`src/rtl/tpm_wb_regs.sv`:
```
// Wishbone register window between the TPM host-bus logic and the NEORV32 core (wb_clk domain only).
// Optional feature macro TPM_REGS_IRQ_LATCH_EN: latched IRQ_PEND (RW1C) / IRQ_EN (RW) at 0x10 / 0x14.
module tpm_wb_regs #(
    parameter int          TPM_RAM_ADDR_WIDTH   = 11,
    parameter int          COMPLETE_PULSE_WIDTH = 20,
    parameter int          SYNC_STAGES          = 2,
    parameter logic [31:0] DEFAULT_READ_VALUE   = 32'hBADFABAC
) (
    input  logic                          clk_i,
    input  logic                          rst_i,
    input  logic [7:0]                    wb_adr_i,
    input  logic [31:0]                   wb_dat_i,
    output logic [31:0]                   wb_dat_o,
    input  logic                          wb_we_i,
    input  logic [3:0]                    wb_sel_i,
    input  logic                          wb_stb_i,
    input  logic                          wb_cyc_i,
    output logic                          wb_ack_o,
    input  logic                          exec_i,
    input  logic                          abort_i,
    input  logic [3:0]                    op_type_i,
    input  logic [3:0]                    locality_i,
    input  logic [TPM_RAM_ADDR_WIDTH-1:0] buf_len_i,
    output logic                          complete_o,
    output logic                          irq_o
);

    localparam logic [5:0] A_STATUS   = 6'h00;
    localparam logic [5:0] A_OP_TYPE  = 6'h01;
    localparam logic [5:0] A_LOCALITY = 6'h02;
    localparam logic [5:0] A_BUF_SIZE = 6'h03;
    localparam logic [5:0] A_IRQ_PEND = 6'h04;
    localparam logic [5:0] A_IRQ_EN   = 6'h05;
    localparam logic [5:0] A_COMPLETE = 6'h10;

    logic [SYNC_STAGES-1:0]        r_exec_sync;
    logic [SYNC_STAGES-1:0]        r_abort_sync;
    logic                          r_exec_d;
    logic                          w_exec_s;
    logic                          w_abort_s;
    logic                          w_exec_rise;
    logic [3:0]                    r_op_type;
    logic [3:0]                    r_locality;
    logic [TPM_RAM_ADDR_WIDTH-1:0] r_buf_len;
    logic [7:0]                    r_cnt;
    logic                          r_irq;
    logic                          w_ack_nxt;
    logic                          w_wr;
    logic                          w_complete;
    logic [5:0]                    w_reg;
    logic [31:0]                   w_rdata;
    logic                          w_unused;

    // Byte lanes and sub-word address bits carry no meaning here: every register is word-wide.
    assign w_unused = &{1'b0, wb_sel_i, wb_adr_i[1:0], wb_dat_i};

    assign w_exec_s    = r_exec_sync[SYNC_STAGES-1];
    assign w_abort_s   = r_abort_sync[SYNC_STAGES-1];
    assign w_exec_rise = w_exec_s & ~r_exec_d;
    assign w_reg       = wb_adr_i[7:2];
    assign w_ack_nxt   = wb_cyc_i & wb_stb_i & ~wb_ack_o;
    assign w_wr        = w_ack_nxt & wb_we_i;
    assign w_complete  = (r_cnt != 8'd0);
    assign complete_o  = w_complete;
    assign irq_o       = r_irq;

    always_ff @(posedge clk_i) begin
        if (rst_i) begin
            r_exec_sync  <= '0;
            r_abort_sync <= '0;
            r_exec_d     <= 1'b0;
        end else begin
            r_exec_sync  <= {r_exec_sync[SYNC_STAGES-2:0], exec_i};
            r_abort_sync <= {r_abort_sync[SYNC_STAGES-2:0], abort_i};
            r_exec_d     <= w_exec_s;
        end
    end

    // Command info is only guaranteed stable around the exec edge, so capture it exactly once there.
    always_ff @(posedge clk_i) begin
        if (rst_i) begin
            r_op_type  <= '0;
            r_locality <= '0;
            r_buf_len  <= '0;
        end else if (w_exec_rise) begin
            r_op_type  <= op_type_i;
            r_locality <= locality_i;
            r_buf_len  <= buf_len_i;
        end
    end

`ifdef TPM_REGS_IRQ_LATCH_EN
    logic       r_abort_d;
    logic [1:0] r_irq_pend;
    logic [1:0] r_irq_en;
    logic [1:0] w_rise;
    logic [1:0] w_clr;

    assign w_rise = {w_abort_s & ~r_abort_d, w_exec_rise};
    assign w_clr  = (w_wr && (w_reg == A_IRQ_PEND)) ? wb_dat_i[1:0] : 2'b00;

    // A fresh edge in the same cycle as its W1C keeps the bit set, so no event is lost.
    always_ff @(posedge clk_i) begin
        if (rst_i) begin
            r_abort_d  <= 1'b0;
            r_irq_pend <= '0;
            r_irq_en   <= '0;
            r_irq      <= 1'b0;
        end else begin
            r_abort_d  <= w_abort_s;
            r_irq_pend <= w_rise | (r_irq_pend & ~w_clr);
            if (w_wr && (w_reg == A_IRQ_EN))
                r_irq_en <= wb_dat_i[1:0];
            r_irq      <= |(r_irq_pend & r_irq_en);
        end
    end
`else
    always_ff @(posedge clk_i) begin
        if (rst_i) r_irq <= 1'b0;
        else       r_irq <= w_exec_s;
    end
`endif

    always_comb begin
        w_rdata = DEFAULT_READ_VALUE;
        case (w_reg)
            A_STATUS:   w_rdata = {29'b0, w_complete, w_abort_s, w_exec_s};
            A_OP_TYPE:  w_rdata = {28'b0, r_op_type};
            A_LOCALITY: w_rdata = {28'b0, r_locality};
            A_BUF_SIZE: w_rdata = {{(32-TPM_RAM_ADDR_WIDTH){1'b0}}, r_buf_len};
            A_COMPLETE: w_rdata = 32'h0;
`ifdef TPM_REGS_IRQ_LATCH_EN
            A_IRQ_PEND: w_rdata = {30'b0, r_irq_pend};
            A_IRQ_EN:   w_rdata = {30'b0, r_irq_en};
`endif
            default:    w_rdata = DEFAULT_READ_VALUE;
        endcase
    end

    always_ff @(posedge clk_i) begin
        if (rst_i) begin
            wb_ack_o <= 1'b0;
            wb_dat_o <= '0;
        end else begin
            wb_ack_o <= w_ack_nxt;
            if (w_ack_nxt)
                wb_dat_o <= w_rdata;
        end
    end

    // A write during an active pulse is dropped rather than restarting it.
    always_ff @(posedge clk_i) begin
        if (rst_i)
            r_cnt <= 8'd0;
        else if (w_wr && (w_reg == A_COMPLETE) && !w_complete)
            r_cnt <= 8'(COMPLETE_PULSE_WIDTH);
        else if (w_complete)
            r_cnt <= r_cnt - 8'd1;
    end

endmodule

```
`config.mk`:
```
export PLATFORM = sky130hd
export DESIGN_NAME = tpm_wb_regs
export DESIGN_NICKNAME = d
export VERILOG_FILES = /design/src/rtl/tpm_wb_regs.sv
export SDC_FILE = /design/constraint.sdc
export NUM_CORES = 1
export LEC_CHECK = 0
export ABC_AREA = 1
export CAP_MARGIN = 10
export CORE_MARGIN = 2
export CORE_UTILIZATION = 38
export CTS_CLUSTER_DIAMETER = 40
export CTS_CLUSTER_SIZE = 20
export DETAILED_ROUTE_END_ITERATION = 16
export HOLD_SLACK_MARGIN = 0.03
export PLACE_DENSITY = 0.77
export SYNTH_ARGS = -nofsm -noshare
export SYNTH_HDL_FRONTEND = slang
export SYNTH_SLANG_ARGS = --single-unit
```
`constraint.sdc`:
```
create_clock -name clk_i -period 2.7 [get_ports clk_i]
set_input_delay 0.405 -clock clk_i [delete_from_list [all_inputs] [get_ports clk_i]]
set_output_delay 0.405 -clock clk_i [all_outputs]
set_load 0.05 [all_outputs]
```
==> results by group <==
Place
  • Port Buf Inserts: 60
  • Gp weighted congestion: 0.831
  • Placed cells: 382
  • DP HPWL: 3.27 mm

Synth
  • Most common library cells after synthesis: nor2_1 (46), dfxtp_1 (45), inv_1 (31)
  • Share of the synthesized area in the top cell type: 0.430
  • Netlist Area Pre-Place: 2090 um2
  • Post-Synthesis Cells: 273
  • EDFF count, synth: 0
  • Most used flip-flop cell after synthesis: dfxtp_1
  • Ys async rst share: 0
  • Number of synthesized register bits: 45
  • Yosys warning total: 0
  • Sequential fraction of the synthesis area: 0.430
  • Mean post-synth cell area: 7.67 um2
  • Top post-synthesis cells by area: dfxtp_1 (43%), nor2_1 (8.2%), buf_4 (7.5%), a21oi_1 (5.7%), inv_1 (5.6%)
  • Yosys cell types: 30
  • Post-synth top area cell: dfxtp_1
  • Leading cell type by number of instances after synthesis: nor2_1

Global route
  • All-Layer GR Usage: 0.151
  • Antenna violations before repair: 0
  • Vias in the first global route: 1636
  • Largest net degree at the start of global routing: 31
  • Overflow after GRT: 0
  • First-pass GRT wire length: 7.40 mm

Clocking
  • Hold_buf cts: 0
  • PostCTS Resize Cnt: 0
  • H-tree depth: 2
  • CTS tree: yes
  • Clock Sinks: 45
  • Worst skew pair latency: 0.30 ns
  • Clock Tree Root: clkbuf_8
  • Post-CTS setup buffers: 0
  • CTS Buf Count: 5
  • Worst-path clk slew: 0.08 ns
  • Clock Tree Buf Depth: 2

Floorplanning
  • Core Area: 5410 um2
  • Die H: 78.2 um
  • Row count: 27
  • Ports: 105
  • Initial Util: 0.388
  • Die Width: 78.2 um
  • DIE AREA: 6120 um2

Setup path
  • Worst Path Arrival: 1.99 ns
  • CP bufs+invs: 3
  • CP Launch Type: flop
  • Crit-path max cell delay: 0.80 ns
  • CP Max Fanout: 6
  • CP cell instances: inv_1, ha_1, nand3_1, nor2_4, inv_2, clkdlybuf4s50_1
  • Crit Path Category: reg -> out
  • Crit path max-delay family: buffers and inverters
  • Slowest stage cell, crit path: clkdlybuf4s50_1
  • WP data required: 2.30 ns
  • Worst Setup End Kind: primary output

Cells and area
  • Fin nets: 389
  • N_diodes: 0
  • Filler instances: 530
  • Fin cells: 389
  • Sequential Area: 901 um2
  • Layout area overhead: 29.2%
  • Final design utilization: 0.500
  • Layout cells sized above 1: 0.0883
  • Area of the multi-input gates: 882 um2

Timing
  • Fin crit period: 2.39 ns
  • Final hold violation count: 0
  • Clock Skew: 0.00769 ns
  • Slew of the pin with the lowest slew margin: 0.507 ns
  • Setup TNS Final: 0 ns
  • Slew headroom: 0.661
  • RSZ-0062 raised after global routing: false
  • Final cycle utilization of the critical path: 0.886
  • Setup violators final: 0
  • Achievable frequency: 418 MHz
  • Max-slew violations: 0

Routing
  • DRT iter0 DRCs: 56
  • Via density: 4.48
  • WL final: 4.48 mm
  • DRC errors left: 0
  • DRT Pass-1 Iters: 4
  • Per-cell routed wire length: 11.5 um
  • Antenna Nets Post-Route: 0
  • Via count: 1742

Run
  • Number of max-cap violations: 0

Pwr
  • Pwr Density: 660 nW/um2
  • Static leakage power: 1.09 nW
  • Max rail drop VDD: 0.321 mV

Min path
  • Hold crit path type: reg -> reg

Status
  • Outcome: finished clean
[cell families after synthesis]
group | count (synthesis) | synth area share
other | 1 | 0.00179
AND/OR/NAND/NOR | 94 | 0.225
flip-flops | 45 | 0.430
adder cells (fa/ha/maj) | 2 | 0.0119
AO/OA/AOI/OAI | 61 | 0.161
buffers and inverters | 67 | 0.158
XOR/XNOR | 3 | 0.0125
[cell usage in the layout (no fill, tap or decap), types with 2 or more instances in the layout]
master	count
inv_2	6
nor2_2	3
o211ai_1	4
clkinv_1	2
clkdlybuf4s50_1	60
conb_1	6
dfxtp_1	45
o21ai_1	16
nand3_1	5
nor2_1	46
inv_1	31
o21ai_0	13
nand3_2	2
nand4_1	5
a21oi_1	24
xor2_1	3
nand2_1	23
nor2_4	3
ha_1	2
nand3_4	2
a21oi_2	2
clkbuf_8	5
[per-layer routing]
layer,vias to the layer above,track usage,routed length [um]
li1,926,-,-
met2,34,0.255,2140
met4,0,0.0316,38
met3,6,0.0494,252
met1,776,0.188,2050
met5,-,0,0
[per-stage QoR]
step,power [mW],area (um2),hold slack [ns],worst slack (ns)
after floorplan,1.24,2110,0.388,1.14
after global placement,1.38,2620,0.398,0.636
after detailed placement,1.39,2620,0.397,0.619
after CTS,1.80,2710,0.409,0.292
after global routing,1.89,2710,0.431,0.186
final,1.78,2710,0.407,0.307
[final timing paths]
kind,from,end,slack (ns),depth (start not counted)
worst max-delay path,r_cnt[0],complete_o,0.31,6
worst min-delay path,r_exec_sync[0],r_exec_sync[1],0.41,2
worst max register to register,wb_ack_o,wb_dat_o[8],1.34,6
worst min register to register,r_exec_sync[0],r_exec_sync[1],0.41,2
[flip-flops by register name (all words and copies together), names as in the netlist]
| name | cells |
|---|---|
| wb_ack_o | 1 |
| r_op_type | 4 |
| irq_o | 1 |
| r_exec_sync | 2 |
| wb_dat_o | 12 |
| r_cnt | 8 |
| r_abort_sync | 2 |
| r_buf_len | 11 |
| r_locality | 4 |
[power breakdown]
part	total (mW)	leakage [nW]	internal (mW)	switching [mW]
clock network	0.408	0.0402	0.178	0.229
logic	0.604	0.680	0.221	0.383
registers	0.772	0.370	0.732	0.0402
total	1.78	1.09	1.13	0.653
[layout make-up]
type / count / area share
flip-flops and latches: 45 / 0.333
multi-input cells: 166 / 0.326
repair buffers: 60 / 0.222
inverters: 39 / 0.0541
well taps: 72 / 0.0333
clock buffers: 5 / 0.0254
clock inverters: 2 / 0.00601
[worst register-to-register path: cells and delay by family (launching register included)]
kind | cells | cell delay [ns]
buf+inv | 2 | 0.19
simple gates | 1 | 0.31
compound gates | 3 | 0.43
flops | 1 | 0.34
Power figures use the tool's default switching activity.
